`src/rtl/i2s_tx_sched_if.sv`:
```
// i2s_tx_sched_if: sample-pair handshake and serial stream bundle for i2s_tx_sched
interface i2s_tx_sched_if #(parameter int DATA_W = 32);
    logic              s_valid;
    logic              s_ready;
    logic [DATA_W-1:0] s_left;
    logic [DATA_W-1:0] s_right;
    logic              enable;
    logic              in_valid;
    logic              WS;
    logic              SD;
    logic              frame_done;
    logic              busy;
    logic [7:0]        underrun_cnt;
    modport master (
        output s_valid, s_left, s_right, enable,
        input  s_ready, in_valid, WS, SD, frame_done, busy, underrun_cnt
    );
    modport slave (
        input  s_valid, s_left, s_right, enable,
        output s_ready, in_valid, WS, SD, frame_done, busy, underrun_cnt
    );
endinterface

```
`src/rtl/i2s_tx_sched.sv`:
```
// i2s_tx_sched: buffers stereo pairs in a FIFO and serialises them as back-to-back WS/SD frames
module i2s_tx_sched #(
    parameter int DATA_W     = 32,
    parameter int FIFO_DEPTH = 2
) (
    input logic           clk,
    input logic           rst,
    i2s_tx_sched_if.slave bus
);
    localparam int AW = $clog2(FIFO_DEPTH);
    localparam int BW = $clog2(DATA_W);
    typedef enum logic [1:0] {IDLE, LEFT, RIGHT} state_t;
    state_t            state;
    logic [DATA_W-1:0] mem_l [FIFO_DEPTH];
    logic [DATA_W-1:0] mem_r [FIFO_DEPTH];
    logic [AW-1:0]     wp, rp;
    logic [AW:0]       cnt;
    logic [BW-1:0]     bitcnt;
    logic [DATA_W-1:0] sl, sr;
    logic              v_q, ws_q, sd_q, fd_q;
    logic [7:0]        und_q;
    logic              full, empty, last, push, pop;
    assign full  = cnt == (AW+1)'(FIFO_DEPTH);
    assign empty = cnt == '0;
    assign last  = bitcnt == BW'(DATA_W-1);
    assign push  = bus.s_valid && bus.s_ready;
    // a pop happens only at a frame boundary: from IDLE or on the final right bit
    assign pop   = bus.enable && !empty && (state == IDLE || (state == RIGHT && last));
    assign bus.s_ready      = !rst && !full;
    assign bus.busy         = !rst && (state != IDLE || !empty);
    assign bus.in_valid     = v_q;
    assign bus.WS           = ws_q;
    assign bus.SD           = sd_q;
    assign bus.frame_done   = fd_q;
    assign bus.underrun_cnt = und_q;
    always_ff @(posedge clk) begin
        if (push) begin
            mem_l[wp] <= bus.s_left;
            mem_r[wp] <= bus.s_right;
        end
    end
    // state/bitcnt describe the bit currently on SD
    always_ff @(posedge clk) begin
        if (rst) begin
            state  <= IDLE;
            wp     <= '0;
            rp     <= '0;
            cnt    <= '0;
            bitcnt <= '0;
            sl     <= '0;
            sr     <= '0;
            v_q    <= 1'b0;
            ws_q   <= 1'b0;
            sd_q   <= 1'b0;
            fd_q   <= 1'b0;
            und_q  <= '0;
        end else begin
            wp   <= wp + AW'(push);
            rp   <= rp + AW'(pop);
            cnt  <= cnt + (AW+1)'(push) - (AW+1)'(pop);
            fd_q <= state == RIGHT && bitcnt == BW'(DATA_W-2);
            if (pop) begin
                state  <= LEFT;
                bitcnt <= '0;
                sl     <= mem_l[rp] << 1;
                sr     <= mem_r[rp];
                v_q    <= 1'b1;
                ws_q   <= 1'b0;
                sd_q   <= mem_l[rp][DATA_W-1];
            end else if (state == LEFT) begin
                state  <= last ? RIGHT : LEFT;
                bitcnt <= last ? '0 : bitcnt + 1'b1;
                ws_q   <= last;
                sd_q   <= last ? sr[DATA_W-1] : sl[DATA_W-1];
                sl     <= last ? sl : sl << 1;
                sr     <= last ? sr << 1 : sr;
            end else if (state == RIGHT) begin
                if (last) begin
                    state  <= IDLE;
                    bitcnt <= '0;
                    v_q    <= 1'b0;
                    ws_q   <= 1'b0;
                    sd_q   <= 1'b0;
                    if (bus.enable && und_q != 8'hFF) und_q <= und_q + 1'b1;
                end else begin
                    bitcnt <= bitcnt + 1'b1;
                    sd_q   <= sr[DATA_W-1];
                    sr     <= sr << 1;
                end
            end
        end
    end
endmodule

```
`src/flat_wrapper.sv`:
```
// flat-port wrapper written by rule: the top's interface ports become plain ports
module i2s_tx_sched_flat 
#(
    parameter int DATA_W     = 32,
    parameter int FIFO_DEPTH = 2
)
  (clk, rst, bus_s_valid, bus_s_left, bus_s_right, bus_enable, bus_s_ready, bus_in_valid, bus_WS, bus_SD, bus_frame_done, bus_busy, bus_underrun_cnt);
  i2s_tx_sched_if #(.DATA_W(DATA_W)) bus_i ();
  input logic clk;
  input logic rst;
  input wire logic [$bits(bus_i.s_valid)-1:0] bus_s_valid;
  input wire logic [$bits(bus_i.s_left)-1:0] bus_s_left;
  input wire logic [$bits(bus_i.s_right)-1:0] bus_s_right;
  input wire logic [$bits(bus_i.enable)-1:0] bus_enable;
  output wire logic [$bits(bus_i.s_ready)-1:0] bus_s_ready;
  output wire logic [$bits(bus_i.in_valid)-1:0] bus_in_valid;
  output wire logic [$bits(bus_i.WS)-1:0] bus_WS;
  output wire logic [$bits(bus_i.SD)-1:0] bus_SD;
  output wire logic [$bits(bus_i.frame_done)-1:0] bus_frame_done;
  output wire logic [$bits(bus_i.busy)-1:0] bus_busy;
  output wire logic [$bits(bus_i.underrun_cnt)-1:0] bus_underrun_cnt;
  assign bus_i.s_valid = bus_s_valid;
  assign bus_i.s_left = bus_s_left;
  assign bus_i.s_right = bus_s_right;
  assign bus_i.enable = bus_enable;
  assign bus_s_ready = bus_i.s_ready;
  assign bus_in_valid = bus_i.in_valid;
  assign bus_WS = bus_i.WS;
  assign bus_SD = bus_i.SD;
  assign bus_frame_done = bus_i.frame_done;
  assign bus_busy = bus_i.busy;
  assign bus_underrun_cnt = bus_i.underrun_cnt;
  i2s_tx_sched #(.DATA_W(DATA_W), .FIFO_DEPTH(FIFO_DEPTH)) u_core (.clk(clk), .rst(rst), .bus(bus_i));
endmodule
```
`config.mk`:
```
export PLATFORM = sky130hd
export DESIGN_NAME = i2s_tx_sched_flat
export DESIGN_NICKNAME = d
export VERILOG_FILES = /design/src/rtl/i2s_tx_sched_if.sv /design/src/rtl/i2s_tx_sched.sv /design/src/flat_wrapper.sv
export SDC_FILE = /design/constraint.sdc
export NUM_CORES = 1
export LEC_CHECK = 0
export CAP_MARGIN = 15
export CORE_AREA = 3 3 196 198
export CTS_CLUSTER_DIAMETER = 120
export DETAILED_ROUTE_END_ITERATION = 16
export DIE_AREA = 0 0 199 201
export PLACE_DENSITY = 0.45
export REMOVE_ABC_BUFFERS = 1
export SYNTH_ARGS = -nofsm -noshare
export SYNTH_HDL_FRONTEND = slang
export SYNTH_SLANG_ARGS = --single-unit
```
`constraint.sdc`:
```
create_clock -name clk -period 4.4 [get_ports clk]
set_input_delay 0.66 -clock clk [delete_from_list [all_inputs] [get_ports clk]]
set_output_delay 0.66 -clock clk [all_outputs]
set_load 0.05 [all_outputs]
```
==> metrics, run 1 <==
status=complete, no violations; number of I/O port buffers=81; root buffer cell=clkbuf_16; post-DP HPWL=11,500 microns; WL per Instance=15.8 microns; layout cells sized above 1=8.11%; slew margin rel.=34.7%; Worst Tran Pin Value=978 ps; #FFs+latches synth=213; CTS tree=built; synthesized instance count=671; Yosys warnings=0; final hold vios=0; HP Class=input port to flop; Fin Hold WS=417 ps; combinational power share=19.3%; first-pass iteration count of the detailed router=4; CTS H-tree lvls=1; clock network fraction of total power=34.8%; Required @ worst endpoint=4830 ps; main combinational cell family by area after synthesis=compound AO/OA/AOI/OAI gates; switching share of power=28.8%; synthesized area=8470 sq um; Final nets=812; PostCTS Resize Cnt=0; proportion of netlist area held by the largest area contributor=45.4%; FFs w/ async S/R, synth=0%; FF-to-FF End=u_core.sr[21]; maxcap violations=0; PwrDens=520 nW/um^2; GPL Wtd Cong=0.714; Synth Area in Compound Gates=13.7%; synth top area cells=edfxtp_1 (45%), dfxtp_1 (20%), mux2i_1 (3.9%); clk_skew=24.5 ps; CTS clk-pin slew, worst paths=60 ps; Final Util=28.8%; CORE AREA=36,700 sq um; Initial Util=23.1%; antenna violations before repair=0; Hold Path Sink=u_core.wp; Via-to-Cell Ratio=4.50; Yosys top cell by area=edfxtp_1; mux cell area share after synthesis=4.57%; depth of the worst register-to-register path=8; hold path cells=2; Int Pwr=3.91 mW; clock sinks=213; P_leak=3.19 nW; Post-CTS Setup Bufs=0; Syn-to-layout area delta=24.7%; Post-synth EDFFs=128; WP data arrival=3600 ps; first-pass GRT wire length=30,900 microns; crit path launch type=flop; Die Wd=199 microns; DRC errors left=0; total CTS buffers=25; Max VDD drop=0.235 mV; io pins=82; vias in the first global route=5,349; Post-Route WL=19,300 microns; flop-to-flop setup slack=1230 ps; Cell variety after synth=45; Period minus WS final=3170 ps; post-cts hold buffer count=0; gr usage total=9.52%; period utilization=72.0%; crit-path max FO=76; Mean Syn Cell Area=12.6 sq um; GRT overflow=0; largest net degree at the start of global routing=78; num rows=70; Fmax achieved=316 MHz; Hold Crit Start=rst; Post-Synth Simple-Gate Area=11.2%; NetSw=1.58 mW; sequential share of power=45.9%; Seq/Total Area, Yosys=65.5%; die height=201 microns; final setup fails=0; setup TNS=0 ps; total die area=40,000 sq um; clk buf depth=3; RSZ-0062 raised after global routing=false; Setup Crit Path Kind=flop to flop; Slew Limit Fails=0; critical path capture point type=flop; Synth Area in Adders=1.48%; Top FF cell, synth=edfxtp_1; initial DRC count=300; post-synthesis xor/xnor area fraction=0.310%; r2r startpoint=u_core.bitcnt[0]; worst skew pair latency=510 ps; post-route ant nets=0; via count=5,490
[cell usage after synthesis (2+ instances only)]
master	instances
or4_1	2
ha_1	10
a211oi_1	31
a21oi_1	15
dfxtp_1	85
nor2b_1	33
nand3_1	7
o2bb2ai_1	31
or3b_1	2
clkbuf_1	38
nand2_1	67
nor3b_1	2
mux2_2	5
a31oi_1	32
and3_1	4
xnor2_1	2
a311oi_1	30
or3_1	2
edfxtp_1	128
nor3_1	8
nor2_1	16
nand2b_1	2
o21ai_0	6
buf_2	20
buf_1	2
mux2i_1	33
nor4_1	33
o31ai_1	3
inv_1	6
[sequential cells by signal (all words and copies together), names as in the netlist]
| signal | count |
|---|---|
| u_core.mem_l | 64 |
| u_core.mem_r | 64 |
| u_core.sr | 32 |
| u_core.sl | 31 |
| u_core.bus.underrun_cnt | 8 |
| u_core.bitcnt | 5 |
| u_core.cnt | 2 |
| u_core.state | 2 |
| u_core.bus.SD | 1 |
| u_core.bus.frame_done | 1 |
| u_core.bus.in_valid | 1 |
| u_core.rp | 1 |
| u_core.wp | 1 |
[critical path, stage by stage (launching register included)]
cell       delay, ps
dfxtp_1          340
ha_1             230
and3_1           190
ha_1             390
a21oi_4          510
or2_4            800
buf_4            350
a31oi_1          120
o2bb2ai_1        170
[layout by cell type (no fill, tap or decap), types with 2 or more instances in the layout]
master           netlist  layout
edfxtp_1             128     128
dfxtp_1               85      84
clkdlybuf4s50_1        0      80
nand2_1               67      67
mux2i_1               33      33
nor4_1                33      33
a31oi_1               32      32
nor2b_1               33      32
o2bb2ai_1             31      31
a211oi_1              31      31
a311oi_1              30      30
clkbuf_16              0      25
nor2_1                16      16
buf_4                  0      16
a21oi_1               15      14
clkbuf_1              38      11
nor3_1                 8       8
ha_1                  10       8
nand3_1                7       7
inv_1                  6       6
o21ai_0                6       6
mux2_2                 5       5
and3_1                 4       4
o31ai_1                3       3
xnor2_1                2       2
nand2b_1               2       2
or3b_1                 2       2
or4_1                  2       2
or3_1                  2       2
nor3b_1                2       2
ha_4                   0       2
clkinv_1               0       2
clkbuf_8               0       2
clkinvlp_4             0       2
[layout make-up]
type | count | area, sq um
Antenna cell | 1 | 2.50
Clock buffer | 38 | 694
Clock inverter | 7 | 66.3
Fill cell | 3688 | 26100
Inverter | 6 | 22.5
Multi-Input combinational cell | 392 | 2720
Sequential cell | 213 | 5550
Tap cell | 468 | 586
Timing Repair Buffer | 96 | 921
[stage by stage]
stage / cells / power, mW / setup slack (ps) / cell area, sq um
after floorplan: 611 / 3.22 / 194 / 8220
after global routing: 1220 / 5.80 / 959 / 10600
after global placement: 1175 / 3.64 / 1290 / 9790
after CTS: 1220 / 5.58 / 1200 / 10600
after detailed placement: 1175 / 3.64 / 1220 / 9790
final: 1221 / 5.49 / 1230 / 10600
[metal layers]
metal / up-vias / global-route usage, % / part of all wire (%)
li1: 2717 / - / -
met1: 2646 / 13.3 / 47
met2: 101 / 14.9 / 46
met3: 26 / 2.13 / 4.9
met4: 0 / 2.59 / 2.0
met5: - / 0 / 0
[kinds of logic after synthesis]
group / after synthesis
flip-flops: 213
AND/OR/NAND/NOR: 185
AO/OA/AOI/OAI: 156
buffers and inverters: 66
multiplexers: 38
adder cells (fa/ha/maj): 10
XOR/XNOR: 3
[how the worst max path moves through the flow]
stage	end	slack, ps	startpoint	cells after the start
6_report	u_core.sr[21]	1230	u_core.bitcnt[0]	8
5_1_grt	u_core.sr[21]	960	u_core.bitcnt[0]	8
4_1_cts	u_core.sr[21]	1200	u_core.bitcnt[0]	8
3_5_place_dp	u_core.sr[28]	1220	u_core.bitcnt[0]	8
3_3_place_gp	u_core.sr[21]	1290	u_core.bitcnt[0]	8
2_1_floorplan	u_core.sr[10]	190	u_core.bitcnt[0]	7
[power groups by stage]
stage	clock network, mW	logic, mW	registers [mW]
final	1.91	1.06	2.52
after global routing	2.06	1.18	2.56
after CTS	1.98	1.08	2.53
after detailed placement	0	1.07	2.57
after global placement	0	1.07	2.57
after floorplan	0	0.660	2.56
No activity file was read; power rests on OpenSTA's default activity.
==> inputs of run 2 (changes only) <==
PLACE_DENSITY = 0.46   (was 0.45)
clock period = 2.7 ns   (was 4.4 ns; I/O delays follow)
==> metrics, run 2 (synthesis gave the netlist of run 1 again) <==
slew margin rel.=30.8%; Period minus WS final=2370 ps; clk buf depth=3; clock sinks=213; gr usage total=9.48%; most common cell after layout, fill and taps aside=edfxtp_1; first-pass GRT wire length=30,900 microns; Buf/Inv on CP=1; layout cells sized above 1=9.71%; io pins=82; antenna violations before repair=2; Fmax achieved=421 MHz; period utilization=87.9%; GPL Wtd Cong=0.697; Max VDD drop=0.446 mV; post-DP HPWL=11,500 microns; Syn-to-layout area delta=26.3%; number of I/O port buffers=81; most frequent cells in the layout=edfxtp_1 (128), dfxtp_1 (84), clkdlybuf4s50_1 (78), nand2_1 (67); CTS clk-pin slew, worst paths=60 ps; Setup Crit Path Kind=flop to flop; crit-path max cell delay=340 ps; HP Class=flop to flop; CORE AREA=36,700 sq um; status=complete, no violations; fin worst setup slack=326 ps; Slew Limit Fails=0; root buffer cell=clkbuf_16; Worst Tran Pin Value=1040 ps; Post-Route WL=19,100 microns; cell family with most CP delay=simple AND/OR/NAND/NOR gates; initial DRC count=292; hold path cells=1; Slowest cell on crit path=dfxtp_1; antenna cell count=0; critical path capture point type=flop; PwrDens=850 nW/um^2; WL per Instance=15.5 microns; PostCTS Resize Cnt=0; GRT overflow=0; via count=5,583; depth of the worst register-to-register path=8; die height=201 microns; crit-path max FO=23; total CTS buffers=25; Initial Util=23.1%; clk_skew=14.4 ps; worst slack, placed=302 ps; Crit. path cell count=8; CP cell instances=ha_1 > and3_1 > ha_1 > nand2b_1 > and3_1 > a211oi_4 > buf_4 > o2bb2ai_1; Final Util=29.2%; Fill cells=3,696; DRC errors left=0; num rows=70; Via-to-Cell Ratio=4.54; P_leak=3.30 nW; first-pass iteration count of the detailed router=4; largest net degree at the start of global routing=88; worst skew pair latency=510 ps; Die Wd=199 microns; CTS tree=built; maxcap violations=0; CTS H-tree lvls=1; post-route ant nets=0; WP data arrival=2790 ps; Final nets=822; biggest regs=u_core.mem_l x64, u_core.mem_r x64, u_core.sr x32; flop-to-flop setup slack=330 ps; final setup fails=0; final hold vios=0; post-cts hold buffer count=0; vias in the first global route=5,508; Post-CTS Setup Bufs=0; total die area=40,000 sq um; Required @ worst endpoint=3120 ps; crit path launch type=flop; RSZ-0062 raised after global routing=false
==> run 2: cell count changes in the layout (fill, tap and decap cells not counted), sizes merged, moves of 2 or more <==
cell / before / now
buf: 16 / 27
clkinvlp: 2 / 0
clkdlybuf4s50: 80 / 78
clkbuf: 38 / 33
clkinv: 3 / 10
==> run 2: cell type report <==
cell class              instances  area, sq um  area share (%)
clock inverters                12          105           0.982
clock buffers                  33          666            6.22
inverters                       6         22.5           0.211
flip-flops and latches        213         5550            51.9
well taps                     468          586            5.47
repair buffers                106         1070            10.0
multi-input cells             392         2700            25.2
==> run 2: metal layers <==
| metal | wire (microns) | vias to the layer above | track usage [%] | part of all wire, % |
|---|---|---|---|---|
| met5 | 7 | - | 0 | 0.037 |
| met4 | 379 | 2 | 2.56 | 2.0 |
| met3 | 904 | 30 | 2.11 | 4.7 |
| met2 | 8930 | 100 | 15.3 | 47 |
| met1 | 8880 | 2702 | 12.9 | 47 |
| li1 | - | 2749 | - | - |
==> run 2: power breakdown <==
part	switching, mW	internal (mW)
combinational	1.13	0.744
clock	1.27	1.91
sequential	0.207	3.83
==> run 2: path summary, 6_finish.rpt <==
check | startpoint | endpoint
worst max-delay path | u_core.bitcnt[0] | u_core.sr[16]
worst min-delay path | u_core.sr[28] | u_core.sr[28]
worst max register to register | u_core.bitcnt[0] | u_core.sr[16]
worst min register to register | u_core.sr[28] | u_core.sr[28]
==> run 2: stage by stage <==
| step | hold WS (ps) | instances | power, mW | area [sq um] | setup TNS (ps) |
|---|---|---|---|---|---|
| final | 466 | 1230 | 9.09 | 10700 | 0 |
| after global placement | 445 | 1185 | 6.00 | 9930 | 0 |
| after floorplan | 432 | 611 | 5.24 | 8220 | -196440 |
| after detailed placement | 447 | 1185 | 6.01 | 9930 | 0 |
| after CTS | 451 | 1230 | 9.26 | 10700 | 0 |
| after global routing | 452 | 1230 | 9.62 | 10700 | 0 |
